[src/rtl/dl11_multi_bridge_if.sv]
// dl11_multi_bridge_if -- bus bundle for the multi-channel DL11 bridge.
//   cpu_*    : DCJ11 I/O-page register access (sel strobe, addr, wr, byte,
//              wdata in; hit, rdata out, both combinational)
//   bus_init : RESET instruction / GP code 014 pulse
//   a2_*     : Apple II slot window (sel strobe, wr, addr, wdata in;
//              registered rdata out)
//   irq*     : level request, vector of top pending request, ack pulse
// master = CPU/Apple side driving the bridge, slave = the bridge itself.
interface dl11_multi_bridge_if;
  logic        cpu_sel;
  logic [21:0] cpu_addr;
  logic        cpu_wr;
  logic        cpu_byte;
  logic [15:0] cpu_wdata;
  logic        cpu_hit;
  logic [15:0] cpu_rdata;
  logic        bus_init;
  logic        a2_sel;
  logic        a2_wr;
  logic [3:0]  a2_addr;
  logic [7:0]  a2_wdata;
  logic [7:0]  a2_rdata;
  logic        irq;
  logic [8:0]  irq_vec;
  logic        irq_ack;

  modport master (
    output cpu_sel, cpu_addr, cpu_wr, cpu_byte, cpu_wdata, bus_init,
           a2_sel, a2_wr, a2_addr, a2_wdata, irq_ack,
    input  cpu_hit, cpu_rdata, a2_rdata, irq, irq_vec
  );

  modport slave (
    input  cpu_sel, cpu_addr, cpu_wr, cpu_byte, cpu_wdata, bus_init,
           a2_sel, a2_wr, a2_addr, a2_wdata, irq_ack,
    output cpu_hit, cpu_rdata, a2_rdata, irq, irq_vec
  );
endinterface

[src/rtl/dl11_multi_bridge.sv]
// dl11_multi_bridge -- NCH DL11 console channels bridged between the DCJ11
// I/O page and an Apple II slot window, each with RX/TX byte FIFOs and
// RX/TX interrupts.
//   clk, rst_n : clock, asynchronous active-low reset
//   bus        : dl11_multi_bridge_if.slave (CPU regs, Apple regs, irq)
// Optional feature macro: DL11_MAINT_EN (XCSR bit2 MAINT loopback of XBUF
// writes into the same channel's RX FIFO).

// Byte FIFO; full/empty decisions use the count from before this cycle.
module dl11_multi_bridge_fifo #(
  parameter int DEPTH = 16
) (
  input  logic                     clk,
  input  logic                     rst_n,
  input  logic                     clr,
  input  logic                     push,
  input  logic                     pop,
  input  logic [7:0]               wdata,
  output logic [7:0]               rdata,
  output logic [$clog2(DEPTH):0]   count,
  output logic                     empty,
  output logic                     full
);
  localparam int AW = $clog2(DEPTH);
  localparam int CW = AW + 1;

  logic [7:0]    mem [DEPTH];
  logic [AW-1:0] wp, rp;
  logic          push_ok, pop_ok;

  assign empty   = (count == '0);
  assign full    = (count == CW'(DEPTH));
  assign push_ok = push & ~full;
  assign pop_ok  = pop & ~empty;
  assign rdata   = mem[rp];

  always_ff @(posedge clk or negedge rst_n)
    if (!rst_n) begin
      wp <= '0; rp <= '0; count <= '0;
    end else if (clr) begin
      wp <= '0; rp <= '0; count <= '0;
    end else begin
      wp    <= wp + AW'(push_ok);
      rp    <= rp + AW'(pop_ok);
      count <= count + CW'(push_ok) - CW'(pop_ok);
    end

  always_ff @(posedge clk)
    if (push_ok && !clr) mem[wp] <= wdata;
endmodule

// One DL11 channel: register quad, Apple window, FIFOs, interrupt pending.
module dl11_multi_bridge_chan #(
  parameter int          FIFO_DEPTH = 16,
  parameter logic [21:0] BASE       = 22'o17777560,
  parameter logic [8:0]  RX_VEC     = 9'o060,
  parameter logic [8:0]  TX_VEC     = 9'o064,
  parameter logic [1:0]  IDX        = 2'd0
) (
  input  logic        clk,
  input  logic        rst_n,
  input  logic        bus_init,
  input  logic        cpu_sel,
  input  logic [21:0] cpu_addr,
  input  logic        cpu_wr,
  input  logic        cpu_byte,
  input  logic [7:0]  cpu_wdata,
  input  logic        a2_sel,
  input  logic        a2_wr,
  input  logic [3:0]  a2_addr,
  input  logic [7:0]  a2_wdata,
  input  logic        irq_ack,
  input  logic [8:0]  irq_vec,
  output logic        hit,
  output logic [15:0] rdata,
  output logic [7:0]  a2_rd,
  output logic        rx_pend,
  output logic        tx_pend
);
  localparam int CW = $clog2(FIFO_DEPTH) + 1;

  logic [1:0]    rsel;
  logic          acc, rd, wr, a2_hit;
  logic          rbuf_rd, xbuf_wr, a2_push, a2_pop, flush, fifo_clr;
  logic          rx_push, tx_push, ovr_set, maint_bit;
  logic [7:0]    rx_wd, rx_head, tx_head;
  logic [CW-1:0] rx_cnt, tx_cnt;
  logic          rx_empty, rx_full, tx_empty, tx_full;
  logic          rx_ie, tx_ie, ovr, rx_prev, tx_prev;
  logic          rx_cond, tx_cond, rx_ie_d, tx_ie_d, rx_ack, tx_ack;
  logic [6:0]    tx_cnt_w;
  logic [4:0]    tx_cnt_sat;

  assign hit  = (cpu_addr[21:3] == BASE[21:3]);
  assign rsel = cpu_addr[2:1];
  // bus_init outranks any access on the same cycle
  assign acc  = cpu_sel & hit & ~bus_init;
  assign rd   = acc & ~cpu_wr;
  assign wr   = acc & cpu_wr & ~(cpu_byte & cpu_addr[0]);

  assign a2_hit  = a2_sel & (a2_addr[3:2] == IDX) & ~bus_init;
  assign a2_push = a2_hit & a2_wr & (a2_addr[1:0] == 2'd2);
  assign a2_pop  = a2_hit & ~a2_wr & (a2_addr[1:0] == 2'd1);
  assign flush   = a2_hit & a2_wr & (a2_addr[1:0] == 2'd3) & a2_wdata[0];
  assign fifo_clr = bus_init | flush;

  assign rbuf_rd = rd & (rsel == 2'd1);
  assign xbuf_wr = wr & (rsel == 2'd3);

`ifdef DL11_MAINT_EN
  logic maint, loop_push;
  assign maint_bit = maint;
  assign loop_push = xbuf_wr & maint;
  assign tx_push   = xbuf_wr & ~maint;
  // RX has one write port: an Apple push wins and a coincident loopback
  // byte is lost, which is reported as overrun.
  assign rx_push   = a2_push | loop_push;
  assign rx_wd     = a2_push ? a2_wdata : cpu_wdata;
  assign ovr_set   = (a2_push & rx_full) | (loop_push & (rx_full | a2_push));
`else
  assign maint_bit = 1'b0;
  assign tx_push   = xbuf_wr;
  assign rx_push   = a2_push;
  assign rx_wd     = a2_wdata;
  assign ovr_set   = a2_push & rx_full;
`endif

  dl11_multi_bridge_fifo #(.DEPTH(FIFO_DEPTH)) u_rx (
    .clk(clk), .rst_n(rst_n), .clr(fifo_clr), .push(rx_push), .pop(rbuf_rd),
    .wdata(rx_wd), .rdata(rx_head), .count(rx_cnt), .empty(rx_empty), .full(rx_full)
  );

  dl11_multi_bridge_fifo #(.DEPTH(FIFO_DEPTH)) u_tx (
    .clk(clk), .rst_n(rst_n), .clr(fifo_clr), .push(tx_push), .pop(a2_pop),
    .wdata(cpu_wdata), .rdata(tx_head), .count(tx_cnt), .empty(tx_empty), .full(tx_full)
  );

  always_comb begin
    rdata = '0;
    case (rsel)
      2'd0: rdata = {8'b0, ~rx_empty, rx_ie, 6'b0};
      2'd1: rdata = {1'b0, ovr, 6'b0, rx_empty ? 8'h00 : rx_head};
      2'd2: rdata = {8'b0, ~tx_full, tx_ie, 3'b0, maint_bit, 2'b0};
      default: rdata = '0;
    endcase
  end

  assign tx_cnt_w   = 7'(tx_cnt);
  assign tx_cnt_sat = (tx_cnt_w > 7'd31) ? 5'd31 : tx_cnt_w[4:0];

  always_comb begin
    a2_rd = '0;
    case (a2_addr[1:0])
      2'd0: a2_rd = {~tx_empty, rx_full, ovr, tx_cnt_sat};
      2'd1: a2_rd = tx_empty ? 8'h00 : tx_head;
      default: a2_rd = '0;
    endcase
  end

  // Interrupt conditions; pending bits follow the IE value being written
  // this cycle so clearing IE drops the request on the next edge.
  assign rx_cond = ~rx_empty & rx_ie;
  assign tx_cond = ~tx_full & tx_ie;
  assign rx_ie_d = (wr && rsel == 2'd0) ? cpu_wdata[6] : rx_ie;
  assign tx_ie_d = (wr && rsel == 2'd2) ? cpu_wdata[6] : tx_ie;
  assign rx_ack  = irq_ack & rx_pend & (irq_vec == RX_VEC);
  assign tx_ack  = irq_ack & tx_pend & (irq_vec == TX_VEC);

  always_ff @(posedge clk or negedge rst_n)
    if (!rst_n) begin
      rx_ie <= 1'b0; tx_ie <= 1'b0; ovr <= 1'b0;
      rx_prev <= 1'b0; tx_prev <= 1'b0; rx_pend <= 1'b0; tx_pend <= 1'b0;
`ifdef DL11_MAINT_EN
      maint <= 1'b0;
`endif
    end else if (bus_init) begin
      rx_ie <= 1'b0; tx_ie <= 1'b0; ovr <= 1'b0;
      rx_prev <= 1'b0; tx_prev <= 1'b0; rx_pend <= 1'b0; tx_pend <= 1'b0;
`ifdef DL11_MAINT_EN
      maint <= 1'b0;
`endif
    end else begin
      rx_ie <= rx_ie_d;
      tx_ie <= tx_ie_d;
`ifdef DL11_MAINT_EN
      if (wr && rsel == 2'd2) maint <= cpu_wdata[2];
`endif
      // a fresh loss outranks the clear from a coincident RBUF read
      if (ovr_set)      ovr <= 1'b1;
      else if (rbuf_rd) ovr <= 1'b0;
      rx_prev <= rx_cond;
      tx_prev <= tx_cond;
      rx_pend <= rx_ie_d & ((rx_cond & ~rx_prev) | (rx_pend & ~rx_ack));
      tx_pend <= tx_ie_d & ((tx_cond & ~tx_prev) | (tx_pend & ~tx_ack));
    end
endmodule

module dl11_multi_bridge #(
  parameter int          NCH        = 2,
  parameter int          FIFO_DEPTH = 16,
  parameter logic [21:0] CONS_BASE  = 22'o17777560,
  parameter logic [21:0] ALT_BASE   = 22'o17776500
) (
  input logic                clk,
  input logic                rst_n,
  dl11_multi_bridge_if.slave bus
);
  function automatic logic [21:0] base_of(input int i);
    return (i == 0) ? CONS_BASE : ALT_BASE + 22'(8 * (i - 1));
  endfunction

  function automatic logic [8:0] vec_of(input int i);
    return (i == 0) ? 9'o060 : 9'(9'o300 + 8 * (i - 1));
  endfunction

  logic [NCH-1:0]       hit, rx_pend, tx_pend;
  logic [NCH-1:0][15:0] ch_rdata;
  logic [NCH-1:0][7:0]  ch_a2rd;
  logic [15:0]          rdata;
  logic [7:0]           a2_nxt, a2_rdata_q;
  logic [8:0]           vec_nxt, irq_vec_q;
  logic                 unused_wdata;

  assign unused_wdata = ^bus.cpu_wdata[15:8];

  for (genvar i = 0; i < NCH; i++) begin : g_ch
    dl11_multi_bridge_chan #(
      .FIFO_DEPTH(FIFO_DEPTH), .BASE(base_of(i)),
      .RX_VEC(vec_of(i)), .TX_VEC(vec_of(i) + 9'o4), .IDX(2'(i))
    ) u_chan (
      .clk(clk), .rst_n(rst_n), .bus_init(bus.bus_init),
      .cpu_sel(bus.cpu_sel), .cpu_addr(bus.cpu_addr), .cpu_wr(bus.cpu_wr),
      .cpu_byte(bus.cpu_byte), .cpu_wdata(bus.cpu_wdata[7:0]),
      .a2_sel(bus.a2_sel), .a2_wr(bus.a2_wr), .a2_addr(bus.a2_addr),
      .a2_wdata(bus.a2_wdata), .irq_ack(bus.irq_ack), .irq_vec(irq_vec_q),
      .hit(hit[i]), .rdata(ch_rdata[i]), .a2_rd(ch_a2rd[i]),
      .rx_pend(rx_pend[i]), .tx_pend(tx_pend[i])
    );
  end

  // channel windows are disjoint, so at most one hit is set
  always_comb begin
    rdata = '0;
    for (int i = 0; i < NCH; i++)
      if (hit[i]) rdata = ch_rdata[i];
  end

  // channel indices at or above NCH match nothing and read 0
  always_comb begin
    a2_nxt = '0;
    for (int i = 0; i < NCH; i++)
      if (bus.a2_addr[3:2] == 2'(i)) a2_nxt = ch_a2rd[i];
  end

  // scan high to low so the lowest channel, RX before TX, is left standing
  always_comb begin
    vec_nxt = '0;
    for (int i = NCH - 1; i >= 0; i--) begin
      if (tx_pend[i]) vec_nxt = vec_of(i) + 9'o4;
      if (rx_pend[i]) vec_nxt = vec_of(i);
    end
  end

  always_ff @(posedge clk or negedge rst_n)
    if (!rst_n) begin
      irq_vec_q  <= '0;
      a2_rdata_q <= '0;
    end else if (bus.bus_init) begin
      irq_vec_q  <= '0;
      a2_rdata_q <= '0;
    end else begin
      irq_vec_q <= vec_nxt;
      if (bus.a2_sel && !bus.a2_wr) a2_rdata_q <= a2_nxt;
    end

  assign bus.cpu_hit   = |hit;
  assign bus.cpu_rdata = rdata;
  assign bus.a2_rdata  = a2_rdata_q;
  assign bus.irq       = (|rx_pend) | (|tx_pend);
  assign bus.irq_vec   = irq_vec_q;
endmodule

[src/flat_wrapper.sv]
// flat-port wrapper written by rule: the top's interface ports become plain ports
module dl11_multi_bridge_flat 
#(
  parameter int          NCH        = 2,
  parameter int          FIFO_DEPTH = 16,
  parameter logic [21:0] CONS_BASE  = 22'o17777560,
  parameter logic [21:0] ALT_BASE   = 22'o17776500
)
  (clk, rst_n, bus_cpu_sel, bus_cpu_addr, bus_cpu_wr, bus_cpu_byte, bus_cpu_wdata, bus_bus_init, bus_a2_sel, bus_a2_wr, bus_a2_addr, bus_a2_wdata, bus_irq_ack, bus_cpu_hit, bus_cpu_rdata, bus_a2_rdata, bus_irq, bus_irq_vec);
  dl11_multi_bridge_if bus_i ();
  input logic clk;
  input logic rst_n;
  input wire logic [$bits(bus_i.cpu_sel)-1:0] bus_cpu_sel;
  input wire logic [$bits(bus_i.cpu_addr)-1:0] bus_cpu_addr;
  input wire logic [$bits(bus_i.cpu_wr)-1:0] bus_cpu_wr;
  input wire logic [$bits(bus_i.cpu_byte)-1:0] bus_cpu_byte;
  input wire logic [$bits(bus_i.cpu_wdata)-1:0] bus_cpu_wdata;
  input wire logic [$bits(bus_i.bus_init)-1:0] bus_bus_init;
  input wire logic [$bits(bus_i.a2_sel)-1:0] bus_a2_sel;
  input wire logic [$bits(bus_i.a2_wr)-1:0] bus_a2_wr;
  input wire logic [$bits(bus_i.a2_addr)-1:0] bus_a2_addr;
  input wire logic [$bits(bus_i.a2_wdata)-1:0] bus_a2_wdata;
  input wire logic [$bits(bus_i.irq_ack)-1:0] bus_irq_ack;
  output wire logic [$bits(bus_i.cpu_hit)-1:0] bus_cpu_hit;
  output wire logic [$bits(bus_i.cpu_rdata)-1:0] bus_cpu_rdata;
  output wire logic [$bits(bus_i.a2_rdata)-1:0] bus_a2_rdata;
  output wire logic [$bits(bus_i.irq)-1:0] bus_irq;
  output wire logic [$bits(bus_i.irq_vec)-1:0] bus_irq_vec;
  assign bus_i.cpu_sel = bus_cpu_sel;
  assign bus_i.cpu_addr = bus_cpu_addr;
  assign bus_i.cpu_wr = bus_cpu_wr;
  assign bus_i.cpu_byte = bus_cpu_byte;
  assign bus_i.cpu_wdata = bus_cpu_wdata;
  assign bus_i.bus_init = bus_bus_init;
  assign bus_i.a2_sel = bus_a2_sel;
  assign bus_i.a2_wr = bus_a2_wr;
  assign bus_i.a2_addr = bus_a2_addr;
  assign bus_i.a2_wdata = bus_a2_wdata;
  assign bus_i.irq_ack = bus_irq_ack;
  assign bus_cpu_hit = bus_i.cpu_hit;
  assign bus_cpu_rdata = bus_i.cpu_rdata;
  assign bus_a2_rdata = bus_i.a2_rdata;
  assign bus_irq = bus_i.irq;
  assign bus_irq_vec = bus_i.irq_vec;
  dl11_multi_bridge #(.NCH(NCH), .FIFO_DEPTH(FIFO_DEPTH), .CONS_BASE(CONS_BASE), .ALT_BASE(ALT_BASE)) u_core (.clk(clk), .rst_n(rst_n), .bus(bus_i));
endmodule
[config.mk]
export PLATFORM = sky130hd
export DESIGN_NAME = dl11_multi_bridge_flat
export DESIGN_NICKNAME = d
export VERILOG_FILES = /design/src/rtl/dl11_multi_bridge_if.sv /design/src/rtl/dl11_multi_bridge.sv /design/src/flat_wrapper.sv
export SDC_FILE = /design/constraint.sdc
export NUM_CORES = 1
export LEC_CHECK = 0
export CAP_MARGIN = 20
export CORE_UTILIZATION = 40
export DETAILED_ROUTE_END_ITERATION = 16
export PLACE_DENSITY_LB_ADDON = 0.25
export SLEW_MARGIN = 20
export SYNTH_ARGS = -nofsm -noshare
export SYNTH_HDL_FRONTEND = slang
export SYNTH_HIERARCHICAL = 1
export SYNTH_SLANG_ARGS = --single-unit
[constraint.sdc]
create_clock -name clk -period 7.1 [get_ports clk]
set_input_delay 1.42 -clock clk [delete_from_list [all_inputs] [get_ports clk]]
set_output_delay 1.42 -clock clk [all_outputs]
set_load 0.01 [all_outputs]
======== After elaboration in Yosys (flattened, before gate mapping) ========
Memory sizes are Yosys's and may differ from the RTL's.
Cells that the tools add are included.
operators by class
  add/sub/neg operators ................... 16
  order comparisons ....................... 2
  equal/unequal tests ..................... 17
  multiplexer cells ....................... 63
  bitwise gates (word level) .............. 92
  reductions and logical operators ........ 25
operators by type and width
  operator                                                         count
  8-bit two-way mux                                                13
  15-bit case mux with 3 select lines                              2
  1-bit AND                                                        65
  19-bit == test, second input constant                            2
  4-bit by 1-bit adder with 4-bit output                           8
  4-bit two-way mux                                                8
  8-bit case mux with 2 select lines                               2
  1-bit two-way mux                                                30
  5-bit two-way mux                                                6
  5-bit by 1-bit adder with 5-bit output                           4
  5-bit == test, second input constant                             4
  5-bit logical NOT                                                4
  1-bit inverter                                                   20
  5-bit by 1-bit subtractor with 5-bit output                      4
  8-bit by 6-bit == test with 1-bit output, second input constant  2
  8-bit == test, second input constant                             2
  16-bit two-way mux                                               1
  15-bit two-way mux                                               1
  5-bit > comparator, second input constant                        2
  1-bit logical AND                                                9
  2-bit == test, second input constant                             4
  1-bit bitwise OR                                                 7
  2-bit by 1-bit == test with 1-bit output, second input constant  3
  2-bit logical NOT                                                3
  4 further kinds                                                  9
storage, ports and cells
  register bits ........................... 82
  bits in writable memories ............... 512
  bits of input ports ..................... 59
  output and inout port bits .............. 35
  memories kept ........................... 4
memories
  memory                          words  bits a word  read ports  clocked after memory_dff  wr ports  RTL line                 RTL
  u_core.g_ch[0].u_chan.u_rx.mem  16     8            1           0                         1         dl11_multi_bridge.sv:27  logic [7:0] mem [DEPTH];
  u_core.g_ch[0].u_chan.u_tx.mem  16     8            1           0                         1         dl11_multi_bridge.sv:27
  u_core.g_ch[1].u_chan.u_rx.mem  16     8            1           0                         1         dl11_multi_bridge.sv:27
  u_core.g_ch[1].u_chan.u_tx.mem  16     8            1           0                         1         dl11_multi_bridge.sv:27

======== Longest topological paths before layout ========
Gate-level depths: netlist of the first run.
  word-level depth ........................ 11
  mapped depth ............................ 15

======== Cells and area by module ========
The synthesis of the first run kept the hierarchy.
modules (own cells, without submodules)
  module                                                    times used  cells each  area an instance (µm²)
  dl11_multi_bridge_fifo at u_core.g_ch[0].u_chan.u_rx ...  3           291         5718.0
  dl11_multi_bridge_fifo at u_core.g_ch[1].u_chan.u_tx      1           290         5710.5
  dl11_multi_bridge_chan at u_core.g_ch[0].u_chan           1           109         819.5
  dl11_multi_bridge_chan at u_core.g_ch[1].u_chan           1           113         808.3
  dl11_multi_bridge                                         1           79          758.2

======== Least setup slack after synthesis of the first run ========
Ideal clock, no wire load.
  path type ............................... input -> output
  start ................................... input port bus_cpu_addr[4]
  end ..................................... output port bus_cpu_rdata[6]
  arrival ................................. 3.001 ns
  required time ........................... 5.680 ns
  slack ................................... 2.679 ns
  stages .................................. 7
  cells stage by stage .................... nor4b_1 -> nand2_1 -> or2_2 -> nor2_1 -> buf_2 -> buf_1 -> a22o_1
RTL lines
  element             RTL line                  RTL
  start: declaration  flat_wrapper.sv:14        input wire logic [$bits(bus_i.cpu_addr)-1:0] bus_cpu_addr;
  19-bit == test      dl11_multi_bridge.sv:94   assign hit = (cpu_addr[21:3] == BASE[21:3]);
  via u_core.hit[1]   dl11_multi_bridge.sv:216  logic [NCH-1:0] hit, rx_pend, tx_pend;
  16-bit two-way mux  dl11_multi_bridge.sv:245  if (hit[i]) rdata = ch_rdata[i];
  end: declaration    flat_wrapper.sv:25        output wire logic [$bits(bus_i.cpu_rdata)-1:0] bus_cpu_rdata;
The timed path passes the listed nets, and every way through them passes these cells.

======== Final worst setup path of the first run ========
  start ................................... input port bus_cpu_addr[8]
  end ..................................... output port bus_cpu_rdata[3]
The elaborated chain is that of the path after synthesis.

==> results of run 1 <==
layout by cell type, fill, tap and decap left out, drive strengths merged, types with 22 or more instances in the layout:
master / count
a21oi: 30
a22oi: 64
buf: 39
clkbuf: 71
clkdlybuf4s50: 69
conb: 26
dfrtp: 77
edfxtp: 512
ha: 40
inv: 49
mux4: 128
nand2: 51
nor2: 111
nor2b: 61
nor3: 22
state kept, by name, summed over array words and instances, names as in the netlist, 3 cells and up:
register	cells
u_core/g_ch.u_chan/u_rx/mem	256
u_core/g_ch.u_chan/u_tx/mem	256
u_core/g_ch.u_chan/u_rx/count	10
u_core/g_ch.u_chan/u_tx/count	10
u_core/bus.a2_rdata	8
u_core/g_ch.u_chan/u_rx/rp	8
u_core/g_ch.u_chan/u_rx/wp	8
u_core/g_ch.u_chan/u_tx/rp	8
u_core/g_ch.u_chan/u_tx/wp	8
u_core/bus.irq_vec	3
worst min-delay path, stage by stage, from the launching register on:
cell and delay, ns:
dfrtp_1 0.32, or2_2 0.10, a221oi_2 0.05
worst min path at each step:
stage                                                          to                                     from  depth (start not counted)
after CTS                 u_core/g_ch[0].u_chan/rx_pend$_DFF_PN0_  u_core/g_ch[0].u_chan/rx_prev$_DFF_PN0_                          2
after floorplan                   u_core/bus.irq_vec[6]$_DFF_PN0_  u_core/g_ch[0].u_chan/tx_pend$_DFF_PN0_                          1
after global placement    u_core/g_ch[0].u_chan/rx_pend$_DFF_PN0_  u_core/g_ch[0].u_chan/rx_prev$_DFF_PN0_                          2
final                     u_core/g_ch[0].u_chan/rx_pend$_DFF_PN0_  u_core/g_ch[0].u_chan/rx_prev$_DFF_PN0_                          2
after global routing      u_core/g_ch[0].u_chan/rx_pend$_DFF_PN0_  u_core/g_ch[0].u_chan/rx_prev$_DFF_PN0_                          2
after detailed placement  u_core/g_ch[0].u_chan/rx_pend$_DFF_PN0_  u_core/g_ch[0].u_chan/rx_prev$_DFF_PN0_                          2
cell families after synthesis:
logic type      Yosys count
simple gates            382
buf+inv                 137
fa+ha+maj                44
xor+xnor                 24
other cells               3
compound gates          147
mux                     138
flops                   589
metal layers:
metal,up-vias,share of wire (%),global-route usage [%]
met5,-,0.076,0
met4,8,1.7,4.364
met3,69,4.8,2.837
met2,280,48,27.74
met1,6775,46,25.00
li1,5940,-,-
cell type report:
type | instances | area (um^2)
Sequential cell | 589 | 17320
Tap cell | 837 | 1047
Timing Repair Buffer | 108 | 977.2
Multi-Input combinational cell | 761 | 7224
Clock buffer | 71 | 1540
Clock inverter | 37 | 496.7
Inverter | 47 | 176.4
Fill cell | 5254 | 33270
power by group through the flow:
| stage | registers (uW) | logic [uW] | clock network, uW |
|---|---|---|---|
| after global placement | 3840 | 132 | 0 |
| after floorplan | 3840 | 34.4 | 0 |
| after detailed placement | 3840 | 137 | 0 |
| after global routing | 3760 | 146 | 3430 |
| final | 3760 | 134 | 3250 |
| after CTS | 3760 | 137 | 3320 |
metrics by stage:
stage               util (%)  worst slack [ns]
finish                 46.38             1.183
global route           46.38            0.8518
CTS                    46.38             1.156
detailed placement     43.10             1.172
global placement       43.10             1.206
floorplan                  -             2.679
==> flow_metrics.py, run 1 <==
metrics = {
    "final_layout": {
        "fin_area_um2": 28780,
        "antennaDiodeCount": 0,
        "layout.nets": 1667,
        "area_growth_pct": 13.97,
        "final_cells": 2450,
        "drive_gt1_share_pct": 14.26,
    },
    "sta": {
        "finalSetupViolations": 0,
        "slew_violations": 0,
        "grt_setup_unrepaired": "false",
        "whs_ns": 0.5098,
        "hold_viol_final": 0,
        "tightest_slew_ns": 0.9947,
        "slew_headroom_pct": 33.09,
        "timing.final.crit_share_pct": 83.34,
        "setup-tns-final_ns": 0,
        "fin_crit_ns": 5.917,
        "skew_ns": 0.03575,
        "fmax_mhz": 169.0,
    },
    "placement": {
        "gp_congestion": 0.7957,
        "io_buffer_count": 74,
        "postPlaceCellArea_um2": 26740,
        "placed_cells": 2342,
        "dpl.hpwl_um": 35270,
    },
    "critical_path": {
        "cpMostUsedCell": "clkdlybuf4s50_1",
        "critPathTopFamily": "simple AND/OR/NAND/NOR gates",
        "r2r-start": "u_core/g_ch[0].u_chan/u_tx/count[3]$_DFF_PN0_",
        "crit_path_end": "bus_cpu_rdata[3]",
        "cp_cell_sequence": "clkdlybuf4s50_1, nor4bb_1, nand2_1, or2_2, nor2_1, buf_4, nor2b_2, a22o_1, clkdlybuf4s50_1",
        "end_kind": "output port",
        "worstPathMaxFanout": 19,
        "path_buf_inv": 3,
        "ff2ff_setup_slack_ns": 4.07,
        "startpoint_type": "primary input",
        "crit_slowest_cell": "nor4bb_1",
        "r2r-end": "u_core/g_ch[0].u_chan/u_tx/count[4]$_DFF_PN0_",
        "criticalPathCategory": "primary input to output port",
        "reg2reg_depth": 13,
        "cp.arrival_ns": 4.50,
        "critPathMaxStageDelay_ns": 0.74,
        "critPathLaunch": "bus_cpu_addr[8]",
        "critPathRequiredTime_ns": 5.68,
        "path_depth": 9,
    },
    "clock_network": {
        "insertion_delay_ns": 0.63,
        "htreeDepth": 2,
        "path_clk_slew_ns": 0.07,
        "cts_buffers": 57,
        "cts_buffer_depth": 3,
        "root_buffer": "clkbuf_16",
        "cts_tree": "yes",
        "cts_setup_buffers": 0,
        "clock-sinks": 589,
        "cts.repair.resized": 0,
        "ctsHoldBuffers": 0,
    },
    "synthesis": {
        "syn_area_um2": 25250,
        "synth_most_common_cell": "edfxtp_1",
        "synth_area_leaders": "edfxtp_1 (61%), dfrtp_1 (7.6%), mux4_2 (6.4%)",
        "synth-compound-area-share_pct": 4.202,
        "syn_area_per_cell_um2": 17.25,
        "synth_top_family_by_area": "multiplexers",
        "muxShareOfSynthArea_pct": 12.65,
        "netlist_top_cells_count": "edfxtp_1 (512), nor2_1 (111), dfrtp_1 (77)",
        "netlist_instances": 1464,
        "synth_top_area_share_pct": 60.89,
        "synth-main-ff-cell": "edfxtp_1",
        "synth_seq_cells": 589,
        "synth_edf_count": 512,
        "yosysUniqueCellTypes": 62,
        "yosys.area_share.xor_xnor_pct": 0.8325,
        "synthAdderAreaFrac_pct": 2.299,
        "synth_area_leader_cell": "edfxtp_1",
        "yosys_warnings": 6,
        "async_flop_share_pct": 13.07,
        "synth-simple-area-share_pct": 8.221,
        "synth-seq-area-share_pct": 68.52,
    },
    "floorplan": {
        "die_area_um2": 64140,
        "die_w_um": 253.3,
        "rows": 91,
        "ios": 94,
        "core_um2": 62050,
        "die_h_um": 253.3,
        "start_util_pct": 40.69,
    },
    "pwr": {
        "power_density_nw_per_um2": 248.2,
        "seqPwrFrac_pct": 52.7,
        "combPwrFrac_pct": 1.9,
        "switching_share_pct": 19.58,
        "leakagePower_uw": 0.009560,
        "p_total_uw": 7143,
        "p_sw_uw": 1399,
        "clkPwrFrac_pct": 45.5,
        "power.internal_uw": 5745,
        "peakVddDrop_v": 0.0001813,
    },
    "drt": {
        "post_drt_wl_per_cell_um": 22.49,
        "drcViolationCount": 0,
        "totalWireLength_um": 55100,
        "vias": 13070,
        "dr.pass1.iters": 7,
        "drtIter0Drc": 906,
        "antenna_left": 0,
        "viasPerCell": 5.336,
    },
    "grt": {
        "antenna_found_initial": 4,
        "grt_pass1_vias": 13070,
        "grt.total_usage_pct": 17.43,
        "grt_pass1_wl_um": 82410,
        "grt_max_degree": 78,
        "grt_overflow_total": 0,
    },
    "min_path": {
        "hold_path.class": "flop to flop",
    },
    "run_status": {
        "status": "complete, no violations",
    },
    "flow_run": {
        "cap_violations": 0,
    },
}
Note: power is estimated with default switching activity, not from simulation.
==> run 2: changes to the inputs <==
- clock period: 7.1 -> 6.13 ns (I/O delays scaled with it)
==> run 2 against run 1 <==
Against the previous run: design area down 0.35%; clock power up 9.2%; sequential share of layout area up 0.20 points; die area unchanged; flip-flop and latch count unchanged; largest cell class unchanged; critical path type unchanged; highest routed layer unchanged.
==> flow_metrics.py, run 2 (synthesis results as in run 1) <==
metrics = {
    "run_status": {
        "status": "complete, no violations",
    },
    "clock_network": {
        "ctsHoldBuffers": 0,
        "clock-sinks": 589,
        "cts_setup_buffers": 0,
        "path_clk_slew_ns": 0.06,
        "cts.repair.resized": 0,
        "cts_buffers": 57,
        "insertion_delay_ns": 0.61,
        "cts_tree": "yes",
        "htreeDepth": 2,
        "root_buffer": "clkbuf_16",
        "cts_buffer_depth": 3,
    },
    "grt": {
        "grt.total_usage_pct": 17.26,
        "grt_max_degree": 77,
        "grt_pass1_vias": 12990,
        "grt_overflow_total": 0,
        "grt_pass1_wl_um": 81320,
        "antenna_found_initial": 6,
    },
    "pwr": {
        "power_density_nw_per_um2": 281.1,
        "leakagePower_uw": 0.009539,
        "peakVddDrop_v": 0.0002290,
    },
    "critical_path": {
        "criticalPathCategory": "primary input to output port",
        "reg2reg_depth": 13,
        "r2r-start": "u_core/g_ch[0].u_chan/u_rx/count[3]$_DFF_PN0_",
        "critPathRequiredTime_ns": 4.90,
        "cp.arrival_ns": 4.02,
        "worstPathMaxFanout": 15,
        "end_kind": "output port",
        "ff2ff_setup_slack_ns": 2.83,
        "startpoint_type": "primary input",
        "r2r-end": "u_core/g_ch[0].u_chan/u_rx/count[4]$_DFF_PN0_",
    },
    "placement": {
        "place_ws_ns": 0.8688,
        "gp_congestion": 0.8107,
        "dpl.hpwl_um": 35440,
        "io_buffer_count": 74,
        "placed_cells": 2348,
    },
    "drt": {
        "totalWireLength_um": 54910,
        "vias": 13120,
        "viasPerCell": 5.345,
        "antenna_left": 0,
        "drcViolationCount": 0,
        "post_drt_wl_per_cell_um": 22.37,
        "drtIter0Drc": 1075,
        "dr.pass1.iters": 5,
    },
    "final_layout": {
        "final_cell_mix": "edfxtp_1 (512), nor2_1 (111), mux4_2 (72)",
        "drive_gt1_share_pct": 13.91,
        "fill_cells": 5245,
        "layout.nets": 1673,
        "top_regs": "u_core/g_ch.u_chan/u_rx/mem (256), u_core/g_ch.u_chan/u_tx/mem (256)",
        "area_growth_pct": 13.58,
        "layout_commonest_cell": "edfxtp_1",
        "final_cells": 2455,
    },
    "floorplan": {
        "die_w_um": 253.3,
        "die_area_um2": 64140,
        "die_h_um": 253.3,
        "start_util_pct": 40.69,
        "core_um2": 62050,
        "ios": 94,
        "rows": 91,
    },
    "flow_run": {
        "cap_violations": 0,
    },
    "sta": {
        "slew_violations": 0,
        "finalSetupViolations": 0,
        "slew_headroom_pct": 30.95,
        "hold_viol_final": 0,
        "tightest_slew_ns": 1.021,
        "setup-tns-final_ns": 0,
        "grt_setup_unrepaired": "false",
        "fin_crit_ns": 5.248,
        "timing.final.crit_share_pct": 85.62,
        "fmax_mhz": 190.5,
        "fin_ws_ns": 0.8816,
        "skew_ns": 0.02533,
        "whs_ns": 0.3987,
    },
    "min_path": {
        "hold_path.class": "primary input to asynchronous set/reset pin",
    },
}
run 2: how the worst max path moves through the flow:
stage	slack, ns	cells after the start	startpoint	to
final	0.88	8	bus_cpu_addr[17]	bus_cpu_rdata[0]
after CTS	0.87	8	bus_cpu_addr[17]	bus_cpu_rdata[0]
after global placement	0.90	8	bus_cpu_addr[17]	bus_cpu_rdata[0]
after detailed placement	0.87	8	bus_cpu_addr[17]	bus_cpu_rdata[0]
after floorplan	2.10	7	bus_cpu_addr[4]	bus_cpu_rdata[6]
after global routing	0.74	8	bus_cpu_addr[17]	bus_cpu_rdata[0]
run 2: cell type report:
cell class,instances,area [um^2],area share (%)
sequential,589,17310,60.37
multi-input combinational,761,7218,25.17
clock buffer,66,1503,5.240
tap,837,1047,3.652
timing repair buffer,114,1022,3.564
clock inverter,40,395.4,1.379
inverter,47,176.4,0.6152
antenna,1,2.502,0.008726
run 2: power breakdown:
group	switching, uW	leakage, uW	internal (uW)
registers	0.339	0.00566	4360
clock network	1460	0.000938	2090
logic	111	0.00294	43.4
run 2: per-layer routing:
metal / GRT usage, % / part of all wire [%] / vias to the layer above
met4: 4.035 / 1.9 / 10
met2: 28.30 / 49 / 291
met5: 0 / 0.087 / -
met3: 3.289 / 5.3 / 83
met1: 23.82 / 44 / 6793
li1: - / - / 5944
run 2: critical path, cell delays in order:
cell and delay, ns:
clkdlybuf4s50_1 0.49, nand4_1 0.29, or2_1 0.35, or2_2 0.34, nor2_1 0.32, buf_4 0.27
a22o_1 0.16, clkdlybuf4s50_1 0.55
run 2: stage by stage:
| step | instance area [um^2] | utilization, % | total power (uW) |
|---|---|---|---|
| 6_report | 28680 | 46.22 | 8063 |
| 5_1_grt | 28680 | 46.21 | 8299 |
| 4_1_cts | 28690 | 46.23 | 8149 |
| 3_5_place_dp | 26790 | 43.17 | 4601 |
| 3_3_place_gp | 26790 | 43.18 | 4595 |
| 2_1_floorplan | 25340 | - | 4484 |
